<file path="config.mk">
export PLATFORM = sky130hd
export DESIGN_NAME = mips_mc_sequencer
export DESIGN_NICKNAME = d
export VERILOG_FILES = /design/src/rtl/mips_mc_sequencer.sv
export SDC_FILE = /design/constraint.sdc
export NUM_CORES = 1
export LEC_CHECK = 0
export BUFFER_PORTS_ARGS = -buffer_cell sky130_fd_sc_hd__clkbuf_2
export CORE_AREA = 2 2 90 66
export DETAILED_ROUTE_END_ITERATION = 7
export DIE_AREA = 0 0 92 68
export PLACE_DENSITY_LB_ADDON = 0.08
export SYNTH_ARGS = -nofsm -noshare
export SYNTH_HDL_FRONTEND = slang
export SYNTH_SLANG_ARGS = --single-unit
</file>
<file path="constraint.sdc">
create_clock -name clk -period 2.4 [get_ports clk]
set_input_delay 0.12 -clock clk [delete_from_list [all_inputs] [get_ports clk]]
set_output_delay 0.12 -clock clk [all_outputs]
set_load 0.02 [all_outputs]
</file>
<file path="src/rtl/mips_mc_sequencer.sv">
// mips_mc_sequencer: multi-cycle control sequencer for the MIPS core.
// Each instruction moves through FETCH, DECODE, EXEC, optional MEM, and
// optional WB. Exceptions pass through EXC (EPC capture) into HALT. HALT is
// sticky until reset.
//
// Parameters:
//   MEM_TIMEOUT : max wait cycles on imem/dmem ack before a bus timeout (1..65535)
//   CNT_W       : width of the retired-instruction counter
//
// Ports:
//   clk, rst_b             : clock (rising edge), async active-low reset
//   ctrl_we, ctrl_Sys, ctrl_RI, mem_to_reg, mem_op, sys_halt : decoder controls
//   imem_req/imem_ack      : instruction fetch handshake
//   dmem_req/dmem_ack      : data memory handshake
//   ir_en, rf_we, pc_en, epc_en : datapath strobes
//   halted, exc_code       : sticky halt flag, exception cause (01 RI, 10 timeout)
//   instr_count            : retired-instruction count (wraps)
//   state                  : current FSM state (debug)
//   step                   : single-step release (only with MIPS_SEQ_SINGLE_STEP_EN)
//
// Optional build macro MIPS_SEQ_SINGLE_STEP_EN: after each retirement the
// FSM parks in PAUSE until step=1 instead of going straight to FETCH.
module mips_mc_sequencer #(
  parameter int unsigned MEM_TIMEOUT = 255,
  parameter int unsigned CNT_W       = 32
) (
  input  logic             clk,
  input  logic             rst_b,
  input  logic             ctrl_we,
  input  logic             ctrl_Sys,
  input  logic             ctrl_RI,
  input  logic             mem_to_reg,
  input  logic             mem_op,
  input  logic             sys_halt,
  output logic             imem_req,
  input  logic             imem_ack,
  output logic             dmem_req,
  input  logic             dmem_ack,
  output logic             ir_en,
  output logic             rf_we,
  output logic             pc_en,
  output logic             epc_en,
  output logic             halted,
  output logic [1:0]       exc_code,
`ifdef MIPS_SEQ_SINGLE_STEP_EN
  input  logic             step,
`endif
  output logic [CNT_W-1:0] instr_count,
  output logic [3:0]       state
);

  typedef enum logic [3:0] {
    S_FETCH  = 4'd0,
    S_DECODE = 4'd1,
    S_EXEC   = 4'd2,
    S_MEM    = 4'd3,
    S_WB     = 4'd4,
    S_EXC    = 4'd5,
    S_HALT   = 4'd6,
    S_PAUSE  = 4'd7
  } state_t;

`ifdef MIPS_SEQ_SINGLE_STEP_EN
  localparam state_t S_AFTER_RETIRE = S_PAUSE;
`else
  localparam state_t S_AFTER_RETIRE = S_FETCH;
`endif

  localparam logic [15:0] TMO = 16'(MEM_TIMEOUT);

  state_t      cur, nxt;
  logic [1:0]  exc_nxt;
  logic [15:0] wait_cnt;
  logic        wait_inc;
  logic        retire;

  // Strobes are decoded from the current state and this cycle's inputs, so
  // ir_en and pc_en appear in the same cycle as the ack that causes them.
  // imem_req/ir_en are gated by rst_b so the request drops the moment reset
  // asserts, even though the state register already sits in FETCH.
  always_comb begin
    nxt      = cur;
    exc_nxt  = exc_code;
    retire   = 1'b0;
    wait_inc = 1'b0;
    imem_req = 1'b0;
    dmem_req = 1'b0;
    ir_en    = 1'b0;
    rf_we    = 1'b0;
    epc_en   = 1'b0;
    halted   = 1'b0;
    case (cur)
      S_FETCH: begin
        imem_req = rst_b;
        if (imem_ack) begin
          ir_en = rst_b;
          nxt   = S_DECODE;
        end else if (wait_cnt == TMO) begin
          exc_nxt = 2'b10;
          nxt     = S_EXC;
        end else begin
          wait_inc = 1'b1;
        end
      end
      S_DECODE: begin
        if (ctrl_RI) begin
          exc_nxt = 2'b01;
          nxt     = S_EXC;
        end else if (ctrl_Sys) begin
          retire = 1'b1;
          nxt    = sys_halt ? S_HALT : S_AFTER_RETIRE;
        end else begin
          nxt = S_EXEC;
        end
      end
      S_EXEC: begin
        if (mem_op) begin
          nxt = S_MEM;
        end else if (ctrl_we) begin
          nxt = S_WB;
        end else begin
          retire = 1'b1;
          nxt    = S_AFTER_RETIRE;
        end
      end
      S_MEM: begin
        dmem_req = 1'b1;
        if (dmem_ack) begin
          if (mem_to_reg) begin
            nxt = S_WB;
          end else begin
            retire = 1'b1;
            nxt    = S_AFTER_RETIRE;
          end
        end else if (wait_cnt == TMO) begin
          exc_nxt = 2'b10;
          nxt     = S_EXC;
        end else begin
          wait_inc = 1'b1;
        end
      end
      S_WB: begin
        rf_we  = 1'b1;
        retire = 1'b1;
        nxt    = S_AFTER_RETIRE;
      end
      S_EXC: begin
        epc_en = 1'b1;
        nxt    = S_HALT;
      end
      S_HALT: begin
        halted = 1'b1;
      end
      S_PAUSE: begin
`ifdef MIPS_SEQ_SINGLE_STEP_EN
        if (step) nxt = S_FETCH;
`else
        nxt = S_FETCH;
`endif
      end
      default: nxt = S_FETCH;
    endcase
  end

  assign pc_en = retire;
  assign state = cur;

  // The wait counter clears whenever it is not counting, so every entry into
  // FETCH or MEM starts from zero. It stops at TMO because the timeout
  // branch takes over there.
  always_ff @(posedge clk or negedge rst_b) begin
    if (!rst_b) begin
      cur         <= S_FETCH;
      exc_code    <= '0;
      instr_count <= '0;
      wait_cnt    <= '0;
    end else begin
      cur      <= nxt;
      exc_code <= exc_nxt;
      if (retire) instr_count <= instr_count + CNT_W'(1);
      if (!wait_inc)            wait_cnt <= '0;
      else if (wait_cnt != '1)  wait_cnt <= wait_cnt + 16'd1;
    end
  end

endmodule
</file>
==> results.cfg, run 1 <==
[clocking]
htree_levels = 2
cts_hold_buf = 1
cts-root-buf = clkbuf_8
numCtsBuffers = 5
clockBufferDepth = 2
clk_pin_slew_worst_paths_ps = 90
postCtsSetupRepairBufs = 0
cts.repair.resized = 0
tritoncts = yes
cts_sinks = 54
clk_latency_ps = 310

[yosys]
netlist_area_um2 = 2870
synthXorXnorAreaFrac = 0.119
synth_edf_count = 0
synth_seq_cells = 54
synth_compound_area_frac = 0.0869
ys.flop_type = dfrtp_1
synth_top_family_by_area = simple AND/OR/NAND/NOR gates
yosys_warnings = 0
ys_seq_area_frac = 0.471
postSynthCellCount = 300
synthAdderAreaFrac = 0.00873
syn_avg_cell_area_um2 = 9.55
ys_types = 47
async_reset_ff_frac = 1.00
synthMuxAreaShare = 0.00698
synthSimpleGateAreaFrac = 0.280
synthesis.nets = 312

[cells_and_area]
fin_util = 0.620
drive_above_1_share = 0.211
final_cell_mix = 54 x dfrtp_1, 54 x clkbuf_2, 40 x nor2_1
syn_to_final_growth_pct = 18.2
nets = 372
layout.cells.non_filler = 436
diodes = 0
fillCellCount = 480

[die]
num_rows = 23
initial_core_util = 0.524
fp.dieH_um = 68
dieArea_um2 = 6260
io-pin-count = 55
core_um2 = 5470
die_x_um = 92

[sta]
rsz0062_at_grt = false
worstMarginPinSlew_ps = 669
final-setup-viol-count = 0
slew_headroom = 0.554
finalHoldViolCount = 0
min_period_ps = 2160
max_freq_mhz = 463
fin_ws_ps = 239
fin_setup_tns_ps = 0
slew_viol_final = 0
whs_ps = 118
fin_worst_skew_ps = 7.91
min_period_over_period = 0.900

[drt]
drt_iter0_drc = 81
viasPerCell = 5.27
vias = 2297
dr.pass1.iters = 4
wire_per_inst_um = 13.2
drcViolationCount = 0
wl_um = 5750
ant_nets = 0

[worst_setup_path]
critical_path_class = flip-flop to output pin
crit_path_start_kind = flip-flop
cp_max_fo = 12
rrSetupSlack_ps = 360
cp-end-kind = output pin
worstPathArrival_ps = 2040
worstPathRequired_ps = 2280

[grt]
grt_max_degree = 55
overflow = 0
grt_pass1_vias = 2110
grt_antenna_before_repair = 0
grt_pass1_wl_um = 9890
grt_util_all_layers = 0.199

[status]
status = finished, final reports clean

[placed_design]
placedCellCount = 427
place_congestion = 0.823
dpl.hpwl_um = 4110
place_ws_ps = 369
io_buffers = 54

[power_and_ir_drop]
p_leak_nw = 1.59
vdd_drop_max_mv = 0.346
power_density_nw_per_um2 = 602

[worst_hold_path]
hold_path_class = input pin to flip-flop

[flow_run]
drv_cap = 0
-- per-layer routing --
| layer | routed length (um) | global-route usage | up-vias |
|---|---|---|---|
| li1 | - | - | 1159 |
| met2 | 2520 | 0.316 | 49 |
| met5 | 0 | 0 | - |
| met3 | 263 | 0.0385 | 5 |
| met4 | 54 | 0.0560 | 0 |
| met1 | 2920 | 0.282 | 1084 |
-- power breakdown --
part,internal (mW),leakage (nW),total (mW),switching (mW)
sequential,0.951,0.710,1.02,0.0656
combinational,0.101,0.804,0.280,0.179
clock,0.445,0.0714,0.742,0.298
total,1.50,1.59,2.04,0.542
-- worst max-delay path, cell delays in order (launching register included) --
cell and delay [ps]:
dfrtp_1 530, nand4bb_1 310, o32ai_4 160, nor2_2 250, clkinv_1 260, clkbuf_2 220
-- cells by family after synthesis --
kind of cell,count (synthesis)
and+or+nand+nor,151
DFF,54
xor gates and xnor gates,39
AOI/OAI and AO/OA,33
buffers and inverters,18
adders and majority gates,2
muxes,2
other,1
-- layout make-up --
class                   instances  area (um2)  share of cell area
multi-input cells             228        1440               0.425
flip-flops and latches         54        1350               0.399
repair buffers                 60         318              0.0938
well taps                      75        93.8              0.0277
clock buffers                   6        82.6              0.0244
clock inverters                 2        60.1              0.0177
inverters                      11        41.3              0.0122
-- registers in the layout, indices dropped and copies added, names as in the netlist --
signal	count
exc_code	2
state	4
wait_cnt	16
instr_count	32
-- cells in the mapped netlist, types with 2 or more instances --
| master | count | share of area |
|---|---|---|
| dfrtp_1 | 54 | 0.47 |
| nor2_1 | 40 | 0.052 |
| nand2_1 | 27 | 0.035 |
| xnor2_1 | 22 | 0.067 |
| nor3_1 | 19 | 0.033 |
| xor2_1 | 17 | 0.052 |
| nand3_1 | 16 | 0.028 |
| inv_1 | 10 | 0.013 |
| nand4_1 | 10 | 0.022 |
| a21oi_1 | 9 | 0.016 |
| o21ai_0 | 9 | 0.016 |
| and3_1 | 7 | 0.015 |
| nand2b_1 | 6 | 0.013 |
| and4_1 | 5 | 0.015 |
| nor4_1 | 5 | 0.011 |
| clkbuf_1 | 4 | 0.0052 |
| nor2b_1 | 4 | 0.0087 |
| o21a_1 | 3 | 0.0079 |
| ha_1 | 2 | 0.0087 |
| mux2i_1 | 2 | 0.0070 |
| nor4_4 | 2 | 0.015 |
| o22ai_1 | 2 | 0.0044 |
-- path summary, 6_finish.rpt --
check,startpoint,to,cells after the start
worst max-delay path,state[2],pc_en,5
worst min-delay path,ctrl_RI,exc_code[0],3
worst max register to register,state[2],instr_count[4],6
worst min register to register,instr_count[31],instr_count[31],1
max in group asynchronous,rst_b,wait_cnt[0],3
min in group asynchronous,rst_b,state[0],3
-- through the flow --
stage / total power, mW / cell area, um2
floorplan: 1.21 / 2870
global placement: 1.31 / 3240
detailed placement: 1.32 / 3240
CTS: 2.07 / 3390
global route: 2.14 / 3390
finish: 2.04 / 3390
No activity file was read; power rests on OpenSTA's default activity.
==> run 2, diff against run 1 <==
--- a/config.mk
+++ b/config.mk
@@ -8,5 +8,5 @@
 export BUFFER_PORTS_ARGS = -buffer_cell sky130_fd_sc_hd__clkbuf_2
-export CORE_AREA = 2 2 90 66
+export CORE_AREA = 8 8 96 72
 export DETAILED_ROUTE_END_ITERATION = 7
-export DIE_AREA = 0 0 92 68
+export DIE_AREA = 0 0 104 80
 export PLACE_DENSITY_LB_ADDON = 0.08
--- a/constraint.sdc
+++ b/constraint.sdc
@@ -3,2 +3,2 @@
 set_output_delay 0.12 -clock clk [all_outputs]
-set_load 0.02 [all_outputs]
+set_load 0.05 [all_outputs]
==> results.cfg, run 2 (same netlist as run 1, synthesis figures left out) <==
[grt]
grt_pass1_wl_um = 10700
grt_antenna_before_repair = 0
grt_pass1_vias = 2243
grt_util_all_layers = 0.153
globalRouteMet3Util = 0.0403
gr-usage-met2 = 0.236
grtUsageMet1 = 0.211
grt_max_degree = 55
overflow = 0
top_usage_layer = met2

[sta]
final-setup-viol-count = 0
finalHoldViolCount = 0
slew_viol_final = 0
worstMarginPinSlew_ps = 668
rsz0062_at_grt = false
min_period_ps = 2150
min_period_over_period = 0.897
fin_worst_skew_ps = 5.73
slew_headroom = 0.555
fin_setup_tns_ps = 0
max_freq_mhz = 465

[worst_setup_path]
crit_path_start_kind = flip-flop
cp-end-kind = output pin
cp_max_fo = 12
worstPathArrival_ps = 2030
critical_path_class = flip-flop to output pin
worstPathRequired_ps = 2280

[drt]
wire_per_inst_um = 14.5
vias = 2313
ant_nets = 0
drcViolationCount = 0
dr.pass1.iters = 4
viasPerCell = 5.35
drt_iter0_drc = 82
wl_um = 6260

[cells_and_area]
layout.cells.non_filler = 432
fin_area_um2 = 3320
top_register = instr_count
fillCellCount = 484
final_cell_mix = 54 x dfrtp_1, 54 x clkbuf_2, 40 x nor2_1
fin_util = 0.607
nets = 370
drive_above_1_share = 0.210
diodes = 0
largest_register_ffs = 32
syn_to_final_growth_pct = 15.7

[clocking]
clk_latency_ps = 300
clk_pin_slew_worst_paths_ps = 80
cts.repair.resized = 0
clockBufferDepth = 2
htree_levels = 2
tritoncts = yes
cts_hold_buf = 0
numCtsBuffers = 5
postCtsSetupRepairBufs = 0
cts-root-buf = clkbuf_8
cts_sinks = 54

[die]
core_um2 = 5470
io-pin-count = 55
die_x_um = 104
fp.dieH_um = 80
dieArea_um2 = 8320
initial_core_util = 0.524
num_rows = 23

[placed_design]
io_buffers = 54
place_congestion = 0.828
placed_area_um2 = 3230
dpl.hpwl_um = 4580
placedCellCount = 426

[power_and_ir_drop]
vdd_drop_max_mv = 0.485
p_total_mw = 1.90
power_density_nw_per_um2 = 574
p_leak_nw = 1.56

[worst_hold_path]
hold_path_class = input pin to asynchronous set/reset pin

[flow_run]
drv_cap = 0

[status]
status = finished, final reports clean
-- run 2: routing by layer --
layer | part of all wire | vias to the layer above
met1 | 0.52 | 1108
met3 | 0.041 | 5
met2 | 0.43 | 41
met4 | 0.0056 | 0
met5 | 0 | -
li1 | - | 1159
-- run 2: layout make-up --
class	instances	area, um2	share of cell area
multi-input cells	228	1450	0.436
inverters	11	42.5	0.0128
well taps	75	93.8	0.0283
repair buffers	58	300	0.0905
clock buffers	6	82.6	0.0249
flip-flops and latches	54	1350	0.407
-- run 2: per-stage QoR --
| step | worst slack [ps] | hold WS (ps) |
|---|---|---|
| 6_report | 248 | 19.0 |
| 5_1_grt | 132 | 73.1 |
| 4_1_cts | 243 | 41.8 |
| 3_5_place_dp | 384 | 372 |
| 3_3_place_gp | 470 | 371 |
| 2_1_floorplan | 64.3 | -176 |
-- run 2: where the power goes --
part | leakage [nW] | total [mW] | internal [mW] | switching, mW
clock | 0.0431 | 0.494 | 0.223 | 0.270
sequential | 0.710 | 1.02 | 0.951 | 0.0686
combinational | 0.803 | 0.391 | 0.101 | 0.290
-- run 2: worst max-delay path, cell delays in order (launching register included) --
cell	delay (ps)
dfrtp_1	540
nand4bb_1	320
o32ai_4	160
nor2_2	270
clkinv_2	180
clkbuf_2	270
-- run 2: final timing paths --
path | startpoint | end | slack, ps | depth (start not counted)
min | rst_b | instr_count[6] | 20 | 2
min in group clk | ctrl_RI | exc_code[0] | 130 | 3
max reg2reg | state[2] | instr_count[31] | 390 | 5
max | state[2] | pc_en | 250 | 5
max in group asynchronous | rst_b | wait_cnt[14] | 1930 | 2
min reg2reg | instr_count[30] | instr_count[30] | 490 | 1
